`config.mk`:
```
export PLATFORM = sky130hd
export DESIGN_NAME = cfg_chain_ctrl
export DESIGN_NICKNAME = d
export VERILOG_FILES = /design/src/rtl/cfg_chain_pkg.sv /design/src/rtl/cfg_chain_tick.sv /design/src/rtl/cfg_chain_ctrl.sv
export SDC_FILE = /design/constraint.sdc
export NUM_CORES = 1
export LEC_CHECK = 0
export BUFFER_PORTS_ARGS = -buffer_cell sky130_fd_sc_hd__buf_2
export CORE_MARGIN = 2
export CORE_UTILIZATION = 45
export CTS_CLUSTER_DIAMETER = 30
export CTS_CLUSTER_SIZE = 24
export DETAILED_ROUTE_END_ITERATION = 8
export PLACE_DENSITY_LB_ADDON = 0.12
export SLEW_MARGIN = 20
export SYNTH_ARGS = -nofsm -noshare
export SYNTH_HDL_FRONTEND = slang
export SYNTH_SLANG_ARGS = --single-unit
```
`constraint.sdc`:
```
create_clock -name clk -period 5.5 [get_ports clk]
set_clock_uncertainty 0.2 [all_clocks]
set_input_delay 1.375 -clock clk [delete_from_list [all_inputs] [get_ports clk]]
set_output_delay 1.375 -clock clk [all_outputs]
set_load 0.02 [all_outputs]
```
`src/rtl/cfg_chain_pkg.sv`:
```
// Shared definitions for the serial configuration-chain controller.
package cfg_chain_pkg;

  localparam int unsigned DEFAULT_WIDTH = 32;
  localparam int unsigned DEFAULT_DIV   = 2;

  typedef enum logic [1:0] {
    IDLE     = 2'd0,
    SHIFT_LO = 2'd1,
    SHIFT_HI = 2'd2,
    LOAD     = 2'd3
  } state_t;

endpackage

```
`src/rtl/cfg_chain_tick.sv`:
```
// Half-period divider: counts 0..DIV-1, flags the final count, restarts on clear.
module cfg_chain_tick
  import cfg_chain_pkg::*;
#(
  parameter int unsigned DIV = DEFAULT_DIV
) (
  input  logic clk,
  input  logic resetn,
  input  logic i_clr,
  output logic o_last_c
);

  localparam int unsigned CNT_W = (DIV > 1) ? $clog2(DIV) : 1;

  logic [CNT_W-1:0] r_cnt;

  assign o_last_c = (r_cnt == CNT_W'(DIV - 1));

  always_ff @(posedge clk or negedge resetn) begin
    if (!resetn) begin
      r_cnt <= '0;
    end else if (i_clr || o_last_c) begin
      r_cnt <= '0;
    end else begin
      r_cnt <= r_cnt + CNT_W'(1);
    end
  end

endmodule

```
`src/rtl/cfg_chain_ctrl.sv`:
```
// Shifts a parallel word MSB-first into an external flop chain, strobes its
// shadow latches and captures the chain's previous contents from the tail.
module cfg_chain_ctrl
  import cfg_chain_pkg::*;
#(
  parameter int unsigned WIDTH = DEFAULT_WIDTH,
  parameter int unsigned DIV   = DEFAULT_DIV
) (
  input  logic             clk,
  input  logic             resetn,
  input  logic             in_valid,
  input  logic [WIDTH-1:0] in_data,
  output logic             in_ready,
  input  logic             abort,
  output logic             ser_data,
  output logic             ser_clk,
  output logic             ser_load,
  input  logic             ser_rdata,
  output logic             busy,
  output logic             done,
  output logic [WIDTH-1:0] rdata
);

  localparam int unsigned BIT_W = $clog2(WIDTH);

  state_t           r_state,    w_state_nxt;
  logic [WIDTH-2:0] r_sreg,     w_sreg_nxt;
  logic [WIDTH-1:0] r_cap,      w_cap_nxt;
  logic [WIDTH-1:0] r_rdata,    w_rdata_nxt;
  logic [BIT_W-1:0] r_bitcnt,   w_bitcnt_nxt;
  logic             r_ser_data, w_ser_data_nxt;
  logic             r_ser_clk,  w_ser_clk_nxt;
  logic             r_ser_load, w_ser_load_nxt;
  logic             r_done,     w_done_nxt;
  logic             r_in_ready;
  logic             r_busy;
  logic             w_last;
  logic             w_div_clr;

  // Divider restarts on every state change and is held clear while idle.
  assign w_div_clr = (w_state_nxt != r_state) || (r_state == IDLE);

  cfg_chain_tick #(
    .DIV (DIV)
  ) u_tick (
    .clk      (clk),
    .resetn   (resetn),
    .i_clr    (w_div_clr),
    .o_last_c (w_last)
  );

  always_ff @(posedge clk or negedge resetn) begin
    if (!resetn) begin
      r_state    <= IDLE;
      r_sreg     <= '0;
      r_cap      <= '0;
      r_rdata    <= '0;
      r_bitcnt   <= '0;
      r_ser_data <= 1'b0;
      r_ser_clk  <= 1'b0;
      r_ser_load <= 1'b0;
      r_done     <= 1'b0;
      r_in_ready <= 1'b1;
      r_busy     <= 1'b0;
    end else begin
      r_state    <= w_state_nxt;
      r_sreg     <= w_sreg_nxt;
      r_cap      <= w_cap_nxt;
      r_rdata    <= w_rdata_nxt;
      r_bitcnt   <= w_bitcnt_nxt;
      r_ser_data <= w_ser_data_nxt;
      r_ser_clk  <= w_ser_clk_nxt;
      r_ser_load <= w_ser_load_nxt;
      r_done     <= w_done_nxt;
      r_in_ready <= (w_state_nxt == IDLE);
      r_busy     <= (w_state_nxt != IDLE);
    end
  end

  always_comb begin
    w_state_nxt    = r_state;
    w_sreg_nxt     = r_sreg;
    w_cap_nxt      = r_cap;
    w_rdata_nxt    = r_rdata;
    w_bitcnt_nxt   = r_bitcnt;
    w_ser_data_nxt = r_ser_data;
    w_ser_clk_nxt  = r_ser_clk;
    w_ser_load_nxt = r_ser_load;
    w_done_nxt     = 1'b0;

    case (r_state)
      IDLE: begin
        if (in_valid) begin
          w_state_nxt    = SHIFT_LO;
          w_sreg_nxt     = in_data[WIDTH-2:0];
          w_ser_data_nxt = in_data[WIDTH-1];
          w_bitcnt_nxt   = BIT_W'(WIDTH - 1);
        end
      end
      SHIFT_LO: begin
        // Tail is sampled on the edge that raises ser_clk, before the chain shifts.
        if (w_last) begin
          w_state_nxt   = SHIFT_HI;
          w_ser_clk_nxt = 1'b1;
          w_cap_nxt     = {r_cap[WIDTH-2:0], ser_rdata};
        end
      end
      SHIFT_HI: begin
        if (w_last) begin
          w_ser_clk_nxt = 1'b0;
          if (r_bitcnt != '0) begin
            w_state_nxt    = SHIFT_LO;
            w_bitcnt_nxt   = r_bitcnt - BIT_W'(1);
            w_sreg_nxt     = r_sreg << 1;
            w_ser_data_nxt = r_sreg[WIDTH-2];
          end else begin
            w_state_nxt    = LOAD;
            w_ser_load_nxt = 1'b1;
          end
        end
      end
      LOAD: begin
        if (w_last) begin
          w_state_nxt    = IDLE;
          w_ser_load_nxt = 1'b0;
          w_ser_data_nxt = 1'b0;
          w_rdata_nxt    = r_cap;
          w_done_nxt     = 1'b1;
        end
      end
      default: begin
        w_state_nxt = IDLE;
      end
    endcase

    if (abort && (r_state != IDLE)) begin
      w_state_nxt    = IDLE;
      w_ser_clk_nxt  = 1'b0;
      w_ser_load_nxt = 1'b0;
      w_ser_data_nxt = 1'b0;
      w_bitcnt_nxt   = '0;
      w_rdata_nxt    = r_rdata;
      w_done_nxt     = 1'b0;
    end
  end

  assign in_ready = r_in_ready;
  assign busy     = r_busy;
  assign done     = r_done;
  assign ser_data = r_ser_data;
  assign ser_clk  = r_ser_clk;
  assign ser_load = r_ser_load;
  assign rdata    = r_rdata;

endmodule

```
# --- Yosys cells after proc, flatten, opt, wreduce, memory -nomap -nowiden ---
# Cells that the tools add are included.
word_totals:
  register_bits: 109
  inputBits: 37
  elab_cells: 81
op_classes:
  add_sub_neg: 2
  eq_ne: 13
  mux: 33
  n_bitwise: 1
  n_reduce_logical: 20
ops:
  columns: ["cell", "count"]
  rows:
  - ["two-way mux 31 bit", 3]
  - ["one-hot mux 31 bit (2 select lines)", 1]
  - ["two-way mux 5 bit", 4]
  - ["two-way mux 1 bit", 14]
  - ["two-way mux 2 bit", 6]
  - ["inequality test 3 x 2 -> 1 bit, second input constant", 4]
  - ["AND reduction 4 bit", 3]
  - ["one-hot mux 5 bit (2 select lines)", 1]
  - ["nonzero test 3 bit", 3]
  - ["one-hot mux 2 bit (4 select lines)", 1]
  - ["inequality test 3 bit, second input constant", 2]
  - ["AND reduction 3 bit", 2]
  - ["nonzero test 2 bit", 3]
  - ["AND reduction 5 bit", 1]
  - ["nonzero test 5 bit", 1]
  - ["subtractor 5 x 1 -> 5 bit, second input constant", 1]
  - ["equality test 2 bit, second input constant", 2]
  - ["logical NOT 2 bit", 2]
  - ["inequality test 2 bit, second input constant", 2]
  - ["one-hot mux 1 bit (2 select lines)", 2]
  - ["nonzero test 4 bit", 1]
  - ["one-hot mux 1 bit (3 select lines)", 1]
  - ["equality test 2 x 1 -> 1 bit, second input constant", 1]
  - ["logical OR 1 bit", 2]
  - ["other kinds (6)", 6]

# --- Depth between registers and ports, before layout ---
# Gate-level depths: netlist of the first run.
depth:
  ltp_word: 9
  depth_mapped: 7

# --- Modules after synthesis ---
# Synthesis of the first run repeated with hierarchy kept, for this count alone.
hier_totals:
  cells_unflattened: 349
  area_unflattened_um2: 4531.8
by_module_without_submodules:
  columns: ["module", "n_inst", "cells_per_inst", "area_each_um2"]
  rows:
  - ["cfg_chain_ctrl", 1, 347, 4503.1]
  - ["cfg_chain_tick", 1, 2, 28.8]

# --- Worst setup path after synthesis of the first run ---
# OpenSTA, ideal clock, no wires.
synth_timing:
  kind: "input -> register"
  from: "in abort"
  to: "reg r_rdata[22], in the netlist rdata[22]"
  setup_ns: 0.125
  arrival_time_ns: 2.454
  slack_ns: 2.721
  path_stages: 5
  cell_sequence: "inv_1 and3_1 nand2_1 buf_1 mux2_2"
synth_between:
  elab_chain_len: 3
synth_lines:
  columns: ["element", "line", "source"]
  rows:
  - ["from (decl)", "cfg_chain_ctrl.sv:14", "input logic abort,"]
  - ["logical AND 1 bit", "cfg_chain_ctrl.sv:136", "if (abort && (r_state != IDLE)) begin"]
  - ["NOT 1 bit (no line)", null, null]
  - ["AND reduction 3 bit (no line)", null, null]
  - ["to (signal assigned)", "cfg_chain_ctrl.sv:69", "r_rdata <= w_rdata_nxt;"]
  - ["to (decl)", "cfg_chain_ctrl.sv:29", "logic [WIDTH-1:0] r_rdata, w_rdata_nxt;"]
# No other way between the ends.
# A chain may end at the register's enable or synchronous reset.

# --- Final worst setup path of the first run ---
layout_timing:
  from: "in in_valid"
  to: "reg r_sreg[17]"
layout_between:
  elab_chain_len: 2
layout_lines:
  columns: ["element", "line", "source"]
  rows:
  - ["from (decl)", "cfg_chain_ctrl.sv:11", "input logic in_valid,"]
  - ["inequality test 2 bit (no line)", null, null]
  - ["AND reduction 4 bit (no line)", null, null]
  - ["to (signal assigned)", "cfg_chain_ctrl.sv:67", "r_sreg <= w_sreg_nxt;"]
  - ["to (decl)", "cfg_chain_ctrl.sv:27", "logic [WIDTH-2:0] r_sreg, w_sreg_nxt;"]
# No other way between the ends.

==> metrics.txt, run 1 <==
Reg clk slew, reported paths 0.09 ns; non-filler cells in the finished layout 530; number of flops mapped to enable cells by yosys 0; placed insts 514; Psw 0.703 mW; Clock Tree Buf Depth 2; WP data required 5.56 ns; die width 107 µm; register share of total power 49.0%; core box area 0.0103 mm²; most frequent cells after synthesis dfrtp_1 (108), mux2_2 (95), mux2_4 (30), inv_1 (7), o21ai_0 (7); Pins Over Slew Limit 0; MaxCap Viol Count 0; Synth Instances 318; DIE AREA 0.0115 mm²; clk sinks 109; unrepaired setup endpoints after global routing false; largest net degree at the start of global routing 75; post-CTS setup buffers 0; fin nets 428; number of detailed-route iterations in the first pass 4; Overflow after GRT 0; GRT Total Usage 15.1%; Final Critical Period 2.85 ns; synth top area cells dfrtp_1 (57%), mux2_2 (22%), mux2_4 (9.4%); TNS Setup 0 ns; IO Pins 75; WS Path Type primary input to register; synthesized area per cell 15.0 µm²; top cell type's share of synthesized area 56.6%; YS warnings 0; Clk pwr share 21.5%; Worst-Skew Late Latency 0.37 ns; Slew headroom 35.3%; endpoint type of the worst setup path register; total power 2.38 mW; Critical Path, Cell by Cell buf_2 -> nor2b_1 -> a31oi_4 -> nor2_4 -> buf_16 -> mux2_4; antenna violations before repair 0; combinational power share 29.4%; post-DP HPWL 5210 µm; total CTS buffers 9; FP Rows 37; Int Power 1.68 mW; layout cells sized above 1 56.1%; final hold vios 0; Netlist cell types 39; area leader, netlist dfrtp_1; status finished clean; Vias 2713; Initial Utilization 46.3%; Min-Delay Path Class register to register; Async S/R FF share, synth 100%; # DRC 0; hold buffer count at cts 0; CP delay by family, top simple AND/OR/NAND/NOR gates; number of fill cells in the layout 912; most common cell in the netlist dfrtp_1; drt wl/cell 15.3 µm; Final ANT Viol Nets 0; Max stage delay on crit path 0.53 ns; Netlist Area Pre-Place 0.00478 mm²; clk root buf clkbuf_8; Lkg Pwr 2.79 nW; setup violators final 0; fmax 0.351 GHz; crit path max fanout 16; drt via density 5.12; Synth Register Bits 109; Port Buffer Count 74; n_diodes 0; first-pass GRT wire length 13300 µm; Post-CTS Resized 0; VDD IR-drop max 0.000246 V; crit start category primary input; Final GP Congestion 0.761; Final period util 51.8%; Routed WL 8130 µm; ys flop type dfrtp_1; CP arrival 2.90 ns; Crit path buffers/inverters 2; H-tree Lvls 3; Power Density 434 mW/mm²; Least-Margin Pin Slew 0.968 ns; vias in the first global route 2658; Seq/Total Area, Yosys 57.1%; Crit-path slowest cell nor2_4; DR iter-0 viols 158; area delta synth->final 14.9%; CTS tree done; Post-Syn Nets 357; die height 107 µm; Sw Share 29.5%
-- per-layer routing --
metal / vias to the layer above / track usage [%] / wire length [µm]
met1: 1358 / 20.1 / 3910
met3: 10 / 5.35 / 450
met4: 0 / 5.84 / 113
li1: 1283 / - / -
met5: - / 0 / 0
met2: 62 / 22.5 / 3650
-- area by class of cell --
| class | instances | area [µm²] | share of cell area (%) |
|---|---|---|---|
| Inverter | 7 | 26.3 | 0.479 |
| Tap cell | 136 | 170 | 3.10 |
| Sequential cell | 109 | 2730 | 49.7 |
| Multi-Input combinational cell | 185 | 1940 | 35.3 |
| Timing Repair Buffer | 77 | 415 | 7.57 |
| Clock inverter | 4 | 72.6 | 1.32 |
| Clock buffer | 12 | 135 | 2.46 |
-- cells by family (layout without fill, tap and decap cells) --
logic type	after synthesis	after routing	share of synthesized area, %
muxes	125	125	31.8
DFF	109	109	57.1
AOI/OAI and AO/OA	32	32	4.69
and+or+nand+nor	26	26	3.22
buffers and inverters	24	100	2.59
adders and majority gates	2	2	0.524
-- placed cells by master, fill, tap and decap left out, types with 2 or more instances in the layout --
master,count
mux2_2,95
a21o_1,5
nand2b_1,2
a21oi_1,6
bufinv_16,2
a31oi_1,3
ha_1,2
clkbuf_8,9
o31ai_1,3
buf_4,3
buf_2,73
o21ai_0,7
nor2_1,3
inv_1,7
nand2_1,4
dfrtp_1,108
clkbuf_1,3
nor2_4,2
nor2b_1,4
mux2_4,30
nor3_1,2
-- worst register-to-register path, cell delays in order, from the launching register on --
cell and delay (ns):
dfrtp_1 0.65, inv_1 0.24, nor2_4 0.78, mux2_2 0.44, mux2_4 0.25
-- worst paths after layout --
check,cells past startpoint,end,startpoint,slack (ns)
worst min-delay path,1,rdata[17]$_DFFE_PN0P_,rdata[17]$_DFFE_PN0P_,0.31
min in group asynchronous,1,r_sreg[7]$_DFFE_PN0P_,resetn,0.92
worst min register to register,1,rdata[17]$_DFFE_PN0P_,rdata[17]$_DFFE_PN0P_,0.31
max in group asynchronous,2,r_cap[16]$_DFFE_PN0P_,resetn,3.19
worst max register to register,4,r_sreg[21]$_DFFE_PN0P_,r_state[1]$_DFF_PN0_,2.83
worst max-delay path,6,r_sreg[17]$_DFFE_PN0P_,in_valid,2.65
-- power groups by stage --
stage / clock [mW] / sequential (mW) / combinational, mW
after floorplan: 0 / 1.15 / 0.572
after global placement: 0 / 1.18 / 0.680
after detailed placement: 0 / 1.18 / 0.709
after CTS: 0.542 / 1.17 / 0.710
after global routing: 0.574 / 1.20 / 0.758
final: 0.514 / 1.17 / 0.701
-- sequential cells by signal, summed over array words and instances (netlist names) --
register         cells
ser_clk              1
ser_data             1
done                 1
rdata               32
r_sreg              31
in_ready             1
r_bitcnt             5
busy                 1
r_cap               32
r_state              2
u_tick.o_last_c      1
ser_load             1
-- per-stage QoR --
| step | setup WS (ns) | util, % | hold WS, ns | area (µm²) |
|---|---|---|---|---|
| floorplan | 2.72 | - | 0.263 | 4780 |
| global placement | 2.09 | 50.9 | 0.277 | 5250 |
| detailed placement | 2.27 | 51.1 | 0.288 | 5280 |
| CTS | 2.69 | 53.1 | 0.314 | 5490 |
| global route | 2.62 | 53.1 | 0.323 | 5490 |
| finish | 2.65 | 53.1 | 0.309 | 5490 |
Note: power is estimated with default switching activity, not from simulation.
==> run 2: changes to the inputs <==
- clock period: 5.5 -> 2.3 ns (I/O delays scaled with it)
==> run 2 against run 1 <==
  * Sequential share of layout area decreased by 1.1 points
  * Sequential power up 130%
  * Global-route usage increased by 0.71 points
  * Flip-flop and latch count unchanged
  * Critical path depth up 1
  * Via count increased by 2.0%
  * Final cell count rose by 2.3%
  * Critical path type is now register to register
  * Critical endpoint is now r_sreg[5]$_DFFE_PN0P_
  * Largest cell class unchanged
  * Largest power group unchanged
==> metrics.txt, run 2 (synthesized netlist as in run 1, its figures left out) <==
Max stage delay on crit path 0.47 ns; core box area 0.0103 mm²; die height 107 µm; total CTS buffers 9; drt wl/cell 15.2 µm; non-filler cells in the finished layout 542; layout cells sized above 1 58.1%; VDD IR-drop max 0.000549 V; final hold vios 0; placed cell area 0.00540 mm²; IO Pins 75; Lkg Pwr 2.86 nW; Final GP Congestion 0.779; number of fill cells in the layout 908; status finished clean; total power 5.79 mW; placed insts 526; area delta synth->final 17.4%; # DRC 0; crit start category register; hold buffer count at cts 0; met3 usage 4.44%; Final Hold Slack 0.00751 ns; fin nets 440; clk sinks 109; drt via density 5.10; Routed WL 8240 µm; CTS tree done; TNS Setup 0 ns; first-pass GRT wire length 13900 µm; Power Density 1030 mW/mm²; vias in the first global route 2824; WS Path Type register to register; post-DP HPWL 5260 µm; met2 Usage GRT 24.4%; Port Buffer Count 74; Reg clk slew, reported paths 0.10 ns; clk root buf clkbuf_8; number of detailed-route iterations in the first pass 3; endpoint type of the worst setup path register; commonest cells after routing, fill and taps aside dfrtp_1 (108), mux2_2 (95), buf_2 (73); grt met1 use 21.1%; Post-CTS Resized 0; Overflow after GRT 0; Least-Margin Pin Slew 0.614 ns; Clock Tree Buf Depth 2; unrepaired setup endpoints after global routing false; MaxCap Viol Count 0; CP arrival 2.25 ns; Vias 2766; GRT Total Usage 15.8%; die width 107 µm; setup violators final 0; WP data required 2.37 ns; fmax 0.459 GHz; H-tree Lvls 3; n_diodes 0; Final ANT Viol Nets 0; DIE AREA 0.0115 mm²; Crit-path slowest cell or4b_4; Critical Path, Cell by Cell inv_1 -> ha_1 -> or4b_4 -> a31oi_4 -> nor2_4 -> buf_12 -> mux2_4; most common cell after layout, fill and taps aside dfrtp_1; antenna violations before repair 0; DR iter-0 viols 137; post-CTS setup buffers 0; Initial Utilization 46.3%; Pins Over Slew Limit 0; Min-Delay Path Class primary input to async pin; GR peak layer met2; Worst-Skew Late Latency 0.38 ns; crit path max fanout 30; FP Rows 37; Final period util 94.7%; Final Critical Period 2.18 ns; largest net degree at the start of global routing 110; final instance area 0.00561 mm²; Slew headroom 59.1%
run 2: changes by cell type in the layout (fill, tap and decap cells not counted), sizes merged:
cell / delta
bufinv: -1
clkinv: +2
inv: +2
clkbuf: -3
buf: +12
run 2: routing by layer:
| layer | up-vias | share of wire (%) |
|---|---|---|
| met5 | - | 0 |
| met4 | 0 | 1.7 |
| met3 | 10 | 4.7 |
| met2 | 51 | 46 |
| met1 | 1395 | 47 |
| li1 | 1310 | - |
run 2: per-stage QoR:
stage	util, %	setup WS [ns]
6_report	54.3	0.121
5_1_grt	54.3	0.00864
4_1_cts	54.3	0.0823
3_5_place_dp	52.3	0.111
3_3_place_gp	52.3	0.152
2_1_floorplan	-	0.160
run 2: final cells by class:
class                      count  area, µm²  share of cell area, %
sequential                   109       2730                   48.7
tap                          136        170                   3.04
clock inverter                 7       83.8                   1.50
multi-input combinational    185       1940                   34.6
inverter                       7       26.3                  0.469
clock buffer                   9        124                   2.21
timing repair buffer          89        536                   9.55
run 2: final timing paths:
path / depth (start not counted) / to / slack, ns / from
setup reg to reg: 7 / r_sreg[5]$_DFFE_PN0P_ / 0.12 / r_bitcnt[0]$_DFFE_PN0P_
min in group clk: 2 / r_cap[0]$_DFFE_PN0P_ / 0.23 / ser_rdata
max in group asynchronous: 2 / r_cap[10]$_DFFE_PN0P_ / 1.39 / resetn
setup / recovery: 7 / r_sreg[5]$_DFFE_PN0P_ / 0.12 / r_bitcnt[0]$_DFFE_PN0P_
hold reg to reg: 1 / rdata[24]$_DFFE_PN0P_ / 0.31 / rdata[24]$_DFFE_PN0P_
hold / removal: 2 / r_sreg[5]$_DFFE_PN0P_ / 0.008 / resetn
run 2: worst max-delay path: cells and delay by family, from the launching register on:
kind / cells / cell delay, ns
multiplexers: 1 / 0.32
AO/OA/AOI/OAI: 1 / 0.22
adder cells (fa/ha/maj): 1 / 0.14
flip-flops: 1 / 0.39
buffers and inverters: 2 / 0.27
AND/OR/NAND/NOR: 2 / 0.52
run 2: report_power, final:
group | switching (mW) | total [mW] | internal, mW | leakage, nW
clock network | 0.685 | 1.21 | 0.521 | 0.102
registers | 0.304 | 2.72 | 2.42 | 1.42
logic | 0.791 | 1.86 | 1.07 | 1.34
